[config.mk]
export PLATFORM = sky130hd
export DESIGN_NAME = accel_spi_reader
export DESIGN_NICKNAME = d
export VERILOG_FILES = /design/src/rtl/accel_spi_reader.sv
export SDC_FILE = /design/constraint.sdc
export NUM_CORES = 1
export LEC_CHECK = 0
export CORE_UTILIZATION = 58
export DETAILED_ROUTE_END_ITERATION = 12
export GPL_TIMING_DRIVEN = 0
export PLACE_DENSITY = 0.88
export SETUP_SLACK_MARGIN = 0.4
export SYNTH_ARGS = -nofsm -noshare
export SYNTH_HDL_FRONTEND = slang
export SYNTH_SLANG_ARGS = --single-unit
[constraint.sdc]
create_clock -name clock -period 2.55 [get_ports clock]
set_input_delay 0.3825 -clock clock [delete_from_list [all_inputs] [get_ports clock]]
set_output_delay 0.3825 -clock clock [all_outputs]
set_load 0.02 [all_outputs]
[src/rtl/accel_spi_reader.sv]
// SPI mode-3 master for an ADXL345-class accelerometer: one POWER_CTL write after reset,
// then periodic burst reads of DATAX0/DATAX1 delivered as data_x with a one-cycle strobe.
module accel_spi_reader #(
    parameter int CLK_DIV       = 25,
    parameter int SAMPLE_PERIOD = 500000
) (
    input  logic        clock,
    input  logic        reset_n,
    input  logic        enable,
    input  logic        spi_miso,
    output logic        spi_sclk,
    output logic        spi_cs_n,
    output logic        spi_mosi,
    output logic [15:0] data_x,
    output logic        data_update,
    output logic        busy
);

    localparam int DIV_W = $clog2(2 * CLK_DIV + 1);
    localparam int TMR_W = $clog2(SAMPLE_PERIOD + 1);

    localparam logic [15:0]      INIT_WORD  = 16'h2D08;
    localparam logic [15:0]      READ_CMD   = 16'hF200;
    localparam logic [5:0]       INIT_LAST  = 6'd32;
    localparam logic [5:0]       READ_LAST  = 6'd48;
    localparam logic [5:0]       RX_FIRST   = 6'd18;
    localparam logic [DIV_W-1:0] HALF_LAST  = DIV_W'(CLK_DIV - 1);
    localparam logic [DIV_W-1:0] GAP_LAST   = DIV_W'(2 * CLK_DIV - 1);
    localparam logic [TMR_W-1:0] TMR_RELOAD = TMR_W'(SAMPLE_PERIOD - 1);

    typedef enum logic [2:0] {RST_GAP, INIT, GAP, WAIT, READ, UPDATE} state_t;

    state_t           state, state_nxt;
    logic [DIV_W-1:0] div_cnt;
    logic [5:0]       phase;
    logic [15:0]      tx_sh;
    logic [15:0]      rx_sh;
    logic [TMR_W-1:0] timer;

    logic in_frame, half_end, frame_end, gap_end, start_read;

    // phase 0 is the setup half-period; phase 2i+1 / 2i+2 are the low / high halves of bit i
    assign in_frame   = (state == INIT) || (state == READ);
    assign half_end   = (div_cnt == HALF_LAST);
    assign frame_end  = in_frame && half_end &&
                        (phase == ((state == READ) ? READ_LAST : INIT_LAST));
    assign gap_end    = (div_cnt == GAP_LAST);
    assign start_read = (state == WAIT) && (timer == '0) && enable;

    always_ff @(posedge clock) begin
        if (!reset_n) state <= RST_GAP;
        else          state <= state_nxt;
    end

    always_comb begin
        state_nxt   = state;
        spi_cs_n    = 1'b1;
        busy        = 1'b0;
        spi_sclk    = 1'b1;
        spi_mosi    = 1'b0;
        data_update = 1'b0;
        case (state)
            RST_GAP: if (gap_end) state_nxt = INIT;
            INIT, READ: begin
                spi_cs_n = 1'b0;
                busy     = 1'b1;
                spi_sclk = ~phase[0];
                spi_mosi = (phase != 6'd0) && tx_sh[15];
                if (frame_end) state_nxt = (state == READ) ? UPDATE : GAP;
            end
            GAP:     if (gap_end) state_nxt = WAIT;
            WAIT:    if (start_read) state_nxt = READ;
            UPDATE: begin
                data_update = 1'b1;
                state_nxt   = GAP;
            end
            default: state_nxt = RST_GAP;
        endcase
    end

    always_ff @(posedge clock) begin
        if (!reset_n) begin
            div_cnt <= '0;
            phase   <= '0;
        end else if (state_nxt != state) begin
            div_cnt <= '0;
            phase   <= '0;
        end else if (in_frame && half_end) begin
            div_cnt <= '0;
            phase   <= phase + 6'd1;
        end else if (state == WAIT) begin
            div_cnt <= '0;
        end else begin
            div_cnt <= div_cnt + DIV_W'(1);
        end
    end

    // TX advances at the end of each high half so MOSI changes with the falling SCLK edge
    always_ff @(posedge clock) begin
        if (state == RST_GAP && state_nxt == INIT)
            tx_sh <= INIT_WORD;
        else if (start_read)
            tx_sh <= READ_CMD;
        else if (in_frame && half_end && !phase[0] && phase != 6'd0)
            tx_sh <= {tx_sh[14:0], 1'b0};
    end

    // only data bits 8..23 are kept; the command-phase MISO bits are ignored
    always_ff @(posedge clock) begin
        if (state == READ && div_cnt == '0 && !phase[0] && phase >= RX_FIRST)
            rx_sh <= {rx_sh[14:0], spi_miso};
    end

    always_ff @(posedge clock) begin
        if (!reset_n)
            data_x <= '0;
        else if (state == READ && frame_end)
            data_x <= {rx_sh[7:0], rx_sh[15:8]};
    end

    // timer parks at zero, which doubles as the latched "sample due" flag
    always_ff @(posedge clock) begin
        if (!reset_n)
            timer <= '0;
        else if (start_read)
            timer <= TMR_RELOAD;
        else if (timer != '0)
            timer <= timer - TMR_W'(1);
    end

endmodule

# Word-level counts from Yosys, hierarchy flattened
# Index checks and enable logic that the tools add are counted.
# Widths: inputs -> output; s select.
dict set report classes {
  n_reduce_logical 26
  n_lt_le_gt_ge 1
  muxes 16
  add_sub_neg 3
  n_eq_ne 10
  bitwise_logic 2
}
# op n
set ops {}
lappend ops {{$mux 19} 2}
lappend ops {{$mux 16} 2}
lappend ops {{$logic_not 19->1} 1}
lappend ops {{$reduce_bool 19->1} 1}
lappend ops {{$sub 19x1->19 const B} 1}
lappend ops {{$mux 3} 5}
lappend ops {{$pmux 3 s5} 1}
lappend ops {{$add 6x1->6 const B} 2}
lappend ops {{$logic_and 1x1->1} 12}
lappend ops {{$reduce_or 2->1} 4}
lappend ops {{$eq 3x1->1 const B} 2}
lappend ops {{$eq 3x2->1 const B} 2}
lappend ops {{$eq 3x3->1 const B} 2}
lappend ops {{$eq 6x5->1 const B} 1}
lappend ops {{$eq 6x6->1} 1}
lappend ops {{$eq 6x6->1 const B} 1}
lappend ops {{$ge 6x5->1 const B} 1}
lappend ops {{$logic_not 6->1} 1}
lappend ops {{$reduce_bool 6->1} 1}
lappend ops {{$mux 1} 5}
lappend ops {{$mux 5} 1}
lappend ops {{$reduce_bool 2->1} 2}
lappend ops {{$reduce_or 4->1} 1}
lappend ops {{$logic_not 3->1} 1}
lappend ops {{4 further kinds} 5}
dict set report word_totals {
  register_bits 79
  output_inout_bits 21
  inputBits 4
}

# Longest topological paths before layout
# Gate-level depths: netlist (run 1).
dict set report depth {
  ltp_word 9
  ltp_mapped 9
  mapped_depth_nobuf 6
}

# Worst setup path after synthesis (run 1)
# OpenSTA, ideal clock, no wires.
dict set report synth_timing {
  kind {reg-to-reg}
  startpoint {reg div_cnt[0]}
  endpoint {reg rx_sh[0] (enable)}
  arrival_time_ps 1810
  path_stages_with_launch 6
  setup_slack_ps 351
  period_less_slack_ps 2199
  t_required_ps 2162
  path_cell_list {dfxtp_1 -> inv_1 -> ha_1 -> nor3b_1 -> nand4_1 -> nor2_1}
}
dict set report synth_via {
  elab_chain_len 4
}
# item line
set synth_rtl {}
lappend synth_rtl {{from (decl)} 34} ;# logic [DIV_W-1:0] div_cnt;
lappend synth_rtl {{from (signal assigned)} 94} ;# div_cnt <= div_cnt + DIV_W'(1);
lappend synth_rtl {{$logic_not 6->1} 110} ;# if (state == READ && div_cnt == '0 && !phase[0] && phase >= RX_FIRST)
lappend synth_rtl {{$logic_and 1x1->1 (3 in series)} 110}
lappend synth_rtl {{to (signal assigned)} 111} ;# rx_sh <= {rx_sh[14:0], spi_miso};
lappend synth_rtl {{to (decl)} 37} ;# logic [15:0] rx_sh;
# Every way passes these cells.
# A chain may end at the register's enable or synchronous reset.

# Worst setup path in the final report (run 1)
dict set report layout_timing {
  startpoint {reg timer[4]}
  endpoint {reg timer[14]}
}
dict set report layout_via {
  elab_chain_len 4
  elab_cells_between_ends 6
}
# item line
set layout_rtl {}
lappend layout_rtl {{from (decl)} 38} ;# logic [TMR_W-1:0] timer;
lappend layout_rtl {{from (signal assigned)} 128} ;# timer <= timer - TMR_W'(1);
lappend layout_rtl {{branches (longest 4 deep; another with $sub 19x1->19)} -}
# Several ways; the timed one is not identified.

==> impl_metrics.yaml, run 1 <==
run_status:
  status: "completed"
synthesis:
  syn_avg_cell_area_sq_um: 9.38
  synth_nets: 398
  yosys_register_bits: 79
  synth_cell_types: 62
  synth_ff_type: "dfxtp_1"
  synthArstFlopShare_pct: 0
  yosysTopAreaCellShare_pct: 34.7
  netlist_instances: 387
  synth_area_leaders: "dfxtp_1 35%, edfxtp_1 13%, nand2_1 5.1%, a21oi_1 4.7%, nand3_1 2.8%"
  syn-cell-area_sq_um: 3630
  yosysSeqAreaShare_pct: 48.0
  synth_edf_count: 16
  yosysTopAreaCell: "dfxtp_1"
  yosysWarningCount: 0
timing:
  rsz0062_at_grt: "false"
  maxSlewHeadroom_pct: 50.9
  fin_crit_sh_pct: 85.0
  fin_ws_ns: 0.382
  tns_ns: 0
  maxSlewViolCount: 0
  finalSetupViolCount: 0
  finalHoldViolations: 0
  worst_slew_pin_slew_ns: 0.730
  layout_min_cycle_time_ns: 2.17
  fmax_mhz: 461
  fin_skew_ns: 0.00958
drt:
  dr.pass1.iters: 5
  post_drt_via_cell_ratio: 6.44
  routed_wl_mm: 9.02
  routedWlPerCell_microns: 17.7
  via_count: 3282
  drtIter0Drc: 284
  drtAntennaViolNets: 0
  drc: 0
floorplanning:
  dieArea_sq_um: 6580
  die_width_microns: 81.1
  die_h_microns: 81.1
  io_pins: 25
  start_util_pct: 60.6
  coreArea_sq_um: 5990
  num_rows: 28
finish:
  final_common_cell: "dfxtp_1"
  diodes: 0
  final_util_pct: 73.4
  final_cell_mix: "57 x dfxtp_1, 49 x nand2_1, 34 x a21oi_1"
  nNetsFinal: 441
  area_growth_syn_to_layout_pct: 21.2
  stdcell_count: 510
  drive_gt1_share_pct: 16.3
worst_setup_path:
  path_class: "register to register"
  max_stage_delay_ns: 0.67
  path_cells: "nor4_1 > nand2_1 > or4_1 > a21oi_1"
  cp_max_fo: 7
  cp-start-kind: "register"
  critPathArrivalTime_ns: 2.47
  crit_path_top_delay_cell: "nor4_1"
  cp.required_ns: 2.85
  setup.worst_path.end_class: "register"
power:
  seqPwrFrac_pct: 36.6
  p_clk_share_pct: 25.2
  switching_share_pct: 39.5
  total_power_mw: 4.39
  powerDensity_nw_per_um2: 998
  peakVddDrop_uv: 644
  p_switching_mw: 1.73
  pwr-share-comb_pct: 38.2
  p_leak_nw: 1.58
  p_int_mw: 2.66
global_routing:
  grt_pass1_wl_mm: 14.2
  grt_pass1_vias: 2983
  antenna_found_initial: 0
  grt_max_degree: 17
  grtUsageTotal_pct: 28.5
  gr-total-overflow: 0
clocking:
  clock_latency_ns: 0.37
  cts_tree: "yes"
  cts-root-buf: "clkbuf_8"
  path_clk_slew_ns: 0.09
  clockBufferDepth: 2
  clock-sinks: 79
  cts_made_buffers: 9
  htreeDepth: 3
  hold_buffers: 0
job:
  maxCapViolations: 0
placement:
  gp_congestion: 0.854
  port_buffers: 24
  dp_slack_ns: 0.114
  dp.cells: 486
  dp_hpwl_mm: 5.63
hold_path:
  hp-class: "register to register"
power groups by stage:
stage,Combinational [mW],Sequential [mW],Clock (mW)
6_report,1.68,1.61,1.11
5_1_grt,1.79,1.63,1.16
4_1_cts,1.47,1.58,1.10
3_5_place_dp,1.37,1.60,0
3_3_place_gp,1.31,1.59,0
2_1_floorplan,1.09,1.56,0
synth_stat cells, types with 4 or more instances:
| library cell | number |
|---|---|
| edfxtp_1 | 16 |
| nand2_1 | 49 |
| nand3_1 | 20 |
| o21ai_0 | 16 |
| nor4_1 | 7 |
| dfxtp_1 | 63 |
| and3_1 | 4 |
| nand4_1 | 8 |
| a21oi_1 | 34 |
| a211o_1 | 5 |
| xor2_1 | 6 |
| a31oi_1 | 8 |
| nor2_1 | 14 |
| mux2i_1 | 5 |
| inv_1 | 9 |
| or3_1 | 8 |
| ha_1 | 7 |
| clkbuf_1 | 17 |
| nor3_1 | 11 |
| a211oi_1 | 4 |
| or4_1 | 5 |
| buf_2 | 5 |
metal layers:
layer,track usage (%),share of wire [%],wire [microns]
met3,6.97,6.6,595
met4,13.8,2.8,252
met1,36.0,42,3770
met2,45.6,49,4400
met5,0,0,0
registers in the layout (all words and copies together) (netlist names):
register  flops
rx_sh        16
data_x       16
timer        19
state         3
tx_sh        13
div_cnt       6
phase         6
per-stage QoR:
step	hold slack, ns	area, sq um
finish	0.453	4400
global route	0.471	4400
CTS	0.456	4300
detailed placement	0.434	3970
global placement	0.430	3970
floorplan	0.426	3630
worst max-delay path, delay by kind of cell, from the launching register on:
kind	cells	cell delay, ns
and+or+nand+nor	3	1.56
DFF	1	0.38
AOI/OAI and AO/OA	1	0.15
area by class of cell:
class	instances	area (sq um)
Multi-Input combinational cell	274	1850
Sequential cell	79	1750
Fill cell	389	1590
Timing Repair Buffer	32	293
Inverter	9	33.8
Clock buffer	9	124
Buffer	25	144
Clock inverter	7	110
Tap cell	75	93.8
kinds of logic after synthesis:
group / synth area share [%]
and+or+nand+nor: 24.0
muxes: 2.00
buffers and inverters: 4.14
DFF: 48.0
xor gates and xnor gates: 1.93
adders and majority gates: 2.41
AOI/OAI and AO/OA: 17.5
worst paths after layout:
check	start	endpoint	slack, ns	cells past startpoint
worst min-delay path	data_x[8]$_SDFFE_PN0P_	data_x[8]$_SDFFE_PN0P_	0.45	2
worst max-delay path	timer[4]$_SDFFE_PN0P_	timer[14]$_SDFFE_PP0P_	0.38	4
worst max register to register	timer[4]$_SDFFE_PN0P_	timer[14]$_SDFFE_PP0P_	0.38	4
worst min register to register	data_x[8]$_SDFFE_PN0P_	data_x[8]$_SDFFE_PN0P_	0.45	2
repair_timing:
item,CTS,global route
buffers inserted,4,4
cloned,0,0
gates resized for setup,27,30
pin swaps,3,2
setup endpoints to repair,74,67
Power figures use the tool's default switching activity.
==> inputs of run 2 (changes only) <==
CORE_ASPECT_RATIO = 0.9   (was not set)
==> impl_metrics.yaml, run 2 (same netlist as run 1, synthesis figures left out) <==
run_status:
  status: "completed"
timing:
  maxSlewViolCount: 0
  fin_skew_ns: 0.0127
  fmax_mhz: 475
  layout_min_cycle_time_ns: 2.11
  fin_crit_sh_pct: 82.6
  worst_slew_pin_slew_ns: 0.585
  rsz0062_at_grt: "false"
  tns_ns: 0
  maxSlewHeadroom_pct: 61.0
  finalHoldViolations: 0
  finalSetupViolCount: 0
placement:
  dp_hpwl_mm: 5.60
  gp_congestion: 0.887
  port_buffers: 24
  post_dp_cell_area_sq_um: 3960
clocking:
  cts-root-buf: "clkbuf_8"
  clock_latency_ns: 0.36
  clockBufferDepth: 2
  path_clk_slew_ns: 0.09
  hold_buffers: 0
  htreeDepth: 3
  cts_tree: "yes"
  clock-sinks: 79
  cts_made_buffers: 9
floorplanning:
  start_util_pct: 62.0
  io_pins: 25
  dieArea_sq_um: 6580
  num_rows: 26
  die_h_microns: 77.1
  coreArea_sq_um: 5860
  die_width_microns: 85.4
power:
  p_int_mw: 2.54
  pwr-share-comb_pct: 38.7
  peakVddDrop_uv: 556
  powerDensity_nw_per_um2: 962
  switching_share_pct: 39.0
  total_power_mw: 4.16
  p_switching_mw: 1.62
  p_clk_share_pct: 22.8
  seqPwrFrac_pct: 38.5
  p_leak_nw: 1.54
worst_setup_path:
  rrSetupSlack_ns: 0.44
  cp-endpoint: "timer[18]$_SDFFE_PN0P_"
  cp.required_ns: 2.80
  regToRegStartpoint: "timer[4]$_SDFFE_PN0P_"
  reg2reg_depth: 5
  critPathArrivalTime_ns: 2.36
  reg2reg_to: "timer[18]$_SDFFE_PN0P_"
  path_class: "register to register"
  cp_max_fo: 7
  setup.worst_path.end_class: "register"
  cp-start-kind: "register"
  startpoint: "timer[4]$_SDFFE_PN0P_"
global_routing:
  gr-total-overflow: 0
  grt_max_degree: 17
  antenna_found_initial: 0
  grtUsageTotal_pct: 26.7
  grt_pass1_vias: 2966
  grt_pass1_wl_mm: 13.9
job:
  maxCapViolations: 0
finish:
  top_regs: "timer (19), data_x (16), rx_sh (16)"
  final_cell_mix: "59 x dfxtp_1, 49 x nand2_1, 34 x a21oi_1"
  diodes: 0
  final_area_sq_um: 4320
  final_util_pct: 73.8
  final_common_cell: "dfxtp_1"
  largest_reg_flops: 19
  area_growth_syn_to_layout_pct: 19.1
  top_register: "timer"
  drive_gt1_share_pct: 15.2
  nNetsFinal: 440
drt:
  dr.pass1.iters: 5
  routed_wl_mm: 8.44
  via_count: 3159
  post_drt_via_cell_ratio: 6.27
  drtAntennaViolNets: 0
  drc: 0
  routedWlPerCell_microns: 16.7
  drtIter0Drc: 244
hold_path:
  hp-class: "register to register"
[run 2: power groups by stage]
stage | combinational (mW) | clock [mW] | sequential [mW]
2_1_floorplan | 1.09 | 0 | 1.56
3_3_place_gp | 1.31 | 0 | 1.59
3_5_place_dp | 1.36 | 0 | 1.61
4_1_cts | 1.49 | 0.958 | 1.59
5_1_grt | 1.75 | 1.01 | 1.63
6_report | 1.61 | 0.947 | 1.60
[run 2: per-layer routing]
| layer | up-vias | wire length, microns | global-route usage, % |
|---|---|---|---|
| met5 | - | 0 | 0 |
| met4 | 0 | 136 | 10.7 |
| met3 | 12 | 481 | 6.35 |
| met2 | 136 | 4070 | 42.5 |
| met1 | 1480 | 3760 | 35.0 |
| li1 | 1531 | - | - |
[run 2: worst min path at each step]
| stage | from | endpoint | slack [ns] | cells past startpoint |
|---|---|---|---|---|
| 3_5_place_dp | rx_sh[8]$_DFFE_PP_ | rx_sh[9]$_DFFE_PP_ | 0.43 | 0 |
| 2_1_floorplan | rx_sh[9]$_DFFE_PP_ | rx_sh[10]$_DFFE_PP_ | 0.43 | 0 |
| 4_1_cts | rx_sh[8]$_DFFE_PP_ | rx_sh[9]$_DFFE_PP_ | 0.45 | 0 |
| 6_report | rx_sh[8]$_DFFE_PP_ | rx_sh[9]$_DFFE_PP_ | 0.45 | 0 |
| 3_3_place_gp | rx_sh[2]$_DFFE_PP_ | rx_sh[3]$_DFFE_PP_ | 0.43 | 0 |
| 5_1_grt | rx_sh[8]$_DFFE_PP_ | rx_sh[9]$_DFFE_PP_ | 0.45 | 0 |
[run 2: critical path: stages, from the launching register on]
cell     delay [ns]
dfxtp_1        0.39
or4_1          0.53
buf_2          0.20
nor4_2         0.38
a31oi_1        0.15
o311a_1        0.35
[run 2: what timing repair did]
action,in CTS,in global routing
pin swaps,2,3
resized for setup,28,20
endpoints found under the hold margin,0,0
buffers inserted,4,3
setup endpoints to repair,66,40
[run 2: layout make-up]
type	instances	area, sq um
inverters	9	33.8
clock buffers	9	124
repair buffers	31	285
multi-input cells	274	1820
flip-flops and latches	79	1750
well taps	70	87.6
clock inverters	7	78.8
fillers	430	1530
plain buffers	25	149
[run 2: stage by stage]
step	setup slack, ns	instances	hold slack (ns)
final	0.445	504	0.450
after global routing	0.396	504	0.454
after CTS	0.255	501	0.449
after detailed placement	0.146	481	0.434
after global placement	0.163	481	0.431
after floorplan	0.540	387	0.426
==> RTL change, RTL diff (settings of run 1) <==
Re-encode `state_t` (6 states) as one-hot, 6 bits wide.
--- a/src/rtl/accel_spi_reader.sv
+++ b/src/rtl/accel_spi_reader.sv
@@ -30,3 +30,3 @@
 
-    typedef enum logic [2:0] {RST_GAP, INIT, GAP, WAIT, READ, UPDATE} state_t;
+    typedef enum logic [5:0] {RST_GAP = 6'b000001, INIT = 6'b000010, GAP = 6'b000100, WAIT = 6'b001000, READ = 6'b010000, UPDATE = 6'b100000} state_t;
 
Behaviour: no difference found for any inputs over 10 cycles, from zero or initial values and one cycle with reset_n low; not proved beyond that.
==> RTL change against run 1 <==
Clock skew barely moved. Register-to-register slack got worse by 0.13 ns. Synthesized area rose by 2.5%. Cell count rose by 6.7%. Sequential cell count rose by 3. Die area rose by 2.4%. Combinational power fell by 24%. Critical path depth rose by 2. Wire length rose by 21%. Total power fell by 12%. Design area rose by 11%. Setup slack got worse by 0.15 ns.
==> RTL change: results (changes against run 1) <==
WP data arrival=1.94 ns (was 2.47 ns); layout cells sized above 1=0.305 (was 0.163); busiest layer in global routing=met2 (unchanged); fraction of registers with async set/reset=0 (unchanged); Global Route met3 Usage=0.0711 (was 0.0697); status=completed (unchanged); Worst Skew=0.00961 ns (was 0.00958 ns); met1 Use GR=0.350 (was 0.360); Worst Setup EP=spi_mosi (was timer[14]); Post-synth top cells=nand2_1 (67), dfxtp_1 (66), a21oi_1 (35) (was dfxtp_1 (63), nand2_1 (49), a21oi_1 (34)); DR vias/cell=6.23 (was 6.44); largest net degree at the start of global routing=18 (was 17); critical path launch point=phase[0] (was timer[4]); Hold WC Path Type=flip-flop to flip-flop (unchanged); register area share after synthesis=0.484 (was 0.480); post-DP HPWL=5.60 mm (was 5.63 mm); Netlist cell types=60 (was 62); EDFF count, synth=16 (unchanged); IO Port Bufs=24 (unchanged); RD Place Congestion=0.932 (was 0.854); Slew @ Worst Pin=0.731 ns (was 0.730 ns); Cell Int Power=2430 uW (was 2660 uW); Worst R2R Setup Slack=0.25 ns (was 0.38 ns); initial antenna violation count=0 (unchanged); GRT Total Usage=0.301 (was 0.285); Period minus WS final=2.32 ns (was 2.17 ns); Critical R2R Launch=state[5] (was timer[4]); syn nets=404 (was 398); first-pass GRT wire length=14.8 mm (was 14.2 mm); peak supply drop=0.909 mV (was 0.644 mV); Max FO, Critical Path=2 (was 7); First DRT Iteration DRCs=349 (was 284); pre-CTS setup slack=-0.0757 ns (was 0.114 ns); Routed WL=10.9 mm (was 9.02 mm); vias in the first global route=3,090 (was 2,983); filler instances=335 (was 389); reg-to-reg endpoint=rx_sh[10] (was timer[14]); GR met2 Demand/Resource=0.513 (was 0.456); LEAKAGE=0.00182 uW (was 0.00158 uW); Regs by FF count=timer: 19 flops, data_x: 16 flops, rx_sh: 16 flops (unchanged); Area contributors post-synth=dfxtp_1 (36%), edfxtp_1 (13%), nand2_1 (6.8%), a21oi_1 (4.7%), nor2_1 (3.2%) (was dfxtp_1 (35%), edfxtp_1 (13%), nand2_1 (5.1%), a21oi_1 (4.7%), nand3_1 (2.8%)); placed inst area=4070 sq um (was 3970 sq um); R2R depth=6 (was 4); final net count=475 (was 441)
RTL change: cell types whose count changed after synthesis, moves of 5 or more:
cell	change
nor2_1	+18
nand3_1	-7
nand4_1	-6
xnor2_1	+10
a31oi_1	-7
o21ai_0	-8
nor4b_1	+5
nand2_1	+18
clkbuf_1	-9
xor2_1	+7
RTL change: power groups by stage:
| stage | Combinational [uW] | Sequential [uW] | Clock (uW) |
|---|---|---|---|
| after detailed placement | 910 | 1630 | 0 |
| final | 1270 | 1640 | 947 |
| after floorplan | 753 | 1590 | 0 |
| after global routing | 1390 | 1650 | 987 |
| after CTS | 1060 | 1620 | 933 |
| after global placement | 876 | 1610 | 0 |
RTL change: worst min-delay path by stage:
| stage | slack (ns) | cells after the start | startpoint | end |
|---|---|---|---|---|
| floorplan | 0.42 | 2 | tx_sh[3] | tx_sh[3] |
| global placement | 0.43 | 0 | rx_sh[1] | rx_sh[2] |
| detailed placement | 0.43 | 0 | rx_sh[9] | rx_sh[10] |
| CTS | 0.46 | 0 | rx_sh[1] | rx_sh[2] |
| global route | 0.47 | 2 | tx_sh[3] | tx_sh[3] |
| finish | 0.46 | 2 | tx_sh[3] | tx_sh[3] |
RTL change: cell type report:
class	instances	area share
Multi-Input combinational cell	285	0.422
Sequential cell	82	0.375
Timing Repair Buffer	60	0.112
Clock buffer	9	0.0255
Buffer	16	0.0229
Tap cell	75	0.0193
Clock inverter	7	0.0139
Inverter	10	0.00978
RTL change: timing repair:
item	4_1_cts	5_1_grt
gates resized for setup	61	57
pin swaps	14	22
setup endpoints to repair	75	49
cloned	0	2
buffers inserted	20	14
RTL change: logic make-up (layout without fill, tap and decap cells):
logic type                 Yosys count  count (layout)  share of synthesized area
AOI/OAI and AO/OA                   70              70                      0.126
buffers and inverters               26             102                     0.0330
xor gates and xnor gates            25              25                     0.0589
adders and majority gates            7               7                     0.0235
muxes                                2               2                    0.00538
DFF                                 82              82                      0.484
and+or+nand+nor                    181             181                      0.269
RTL change: stage by stage:
stage	util	cells	power (uW)	hold slack, ns	TNS (ns)
floorplan	-	393	2350	0.423	0
global placement	0.672	492	2490	0.430	-0.0872
detailed placement	0.672	492	2540	0.433	-1.27
CTS	0.750	528	3610	0.459	0
global route	0.802	544	4020	0.471	0
finish	0.802	544	3860	0.457	0
RTL change: metal layers:
metal	part of all wire	wire [microns]
met2	0.49	5340
met1	0.39	4220
met3	0.070	765
met4	0.052	562
met5	0	0
RTL change: worst max-delay path, stage by stage (launching register included):
cell and delay [ns]:
dfxtp_4 0.36, inv_4 0.06, ha_4 0.12, or3b_4 0.39, or3_4 0.35, and3_4 0.16, buf_6 0.12
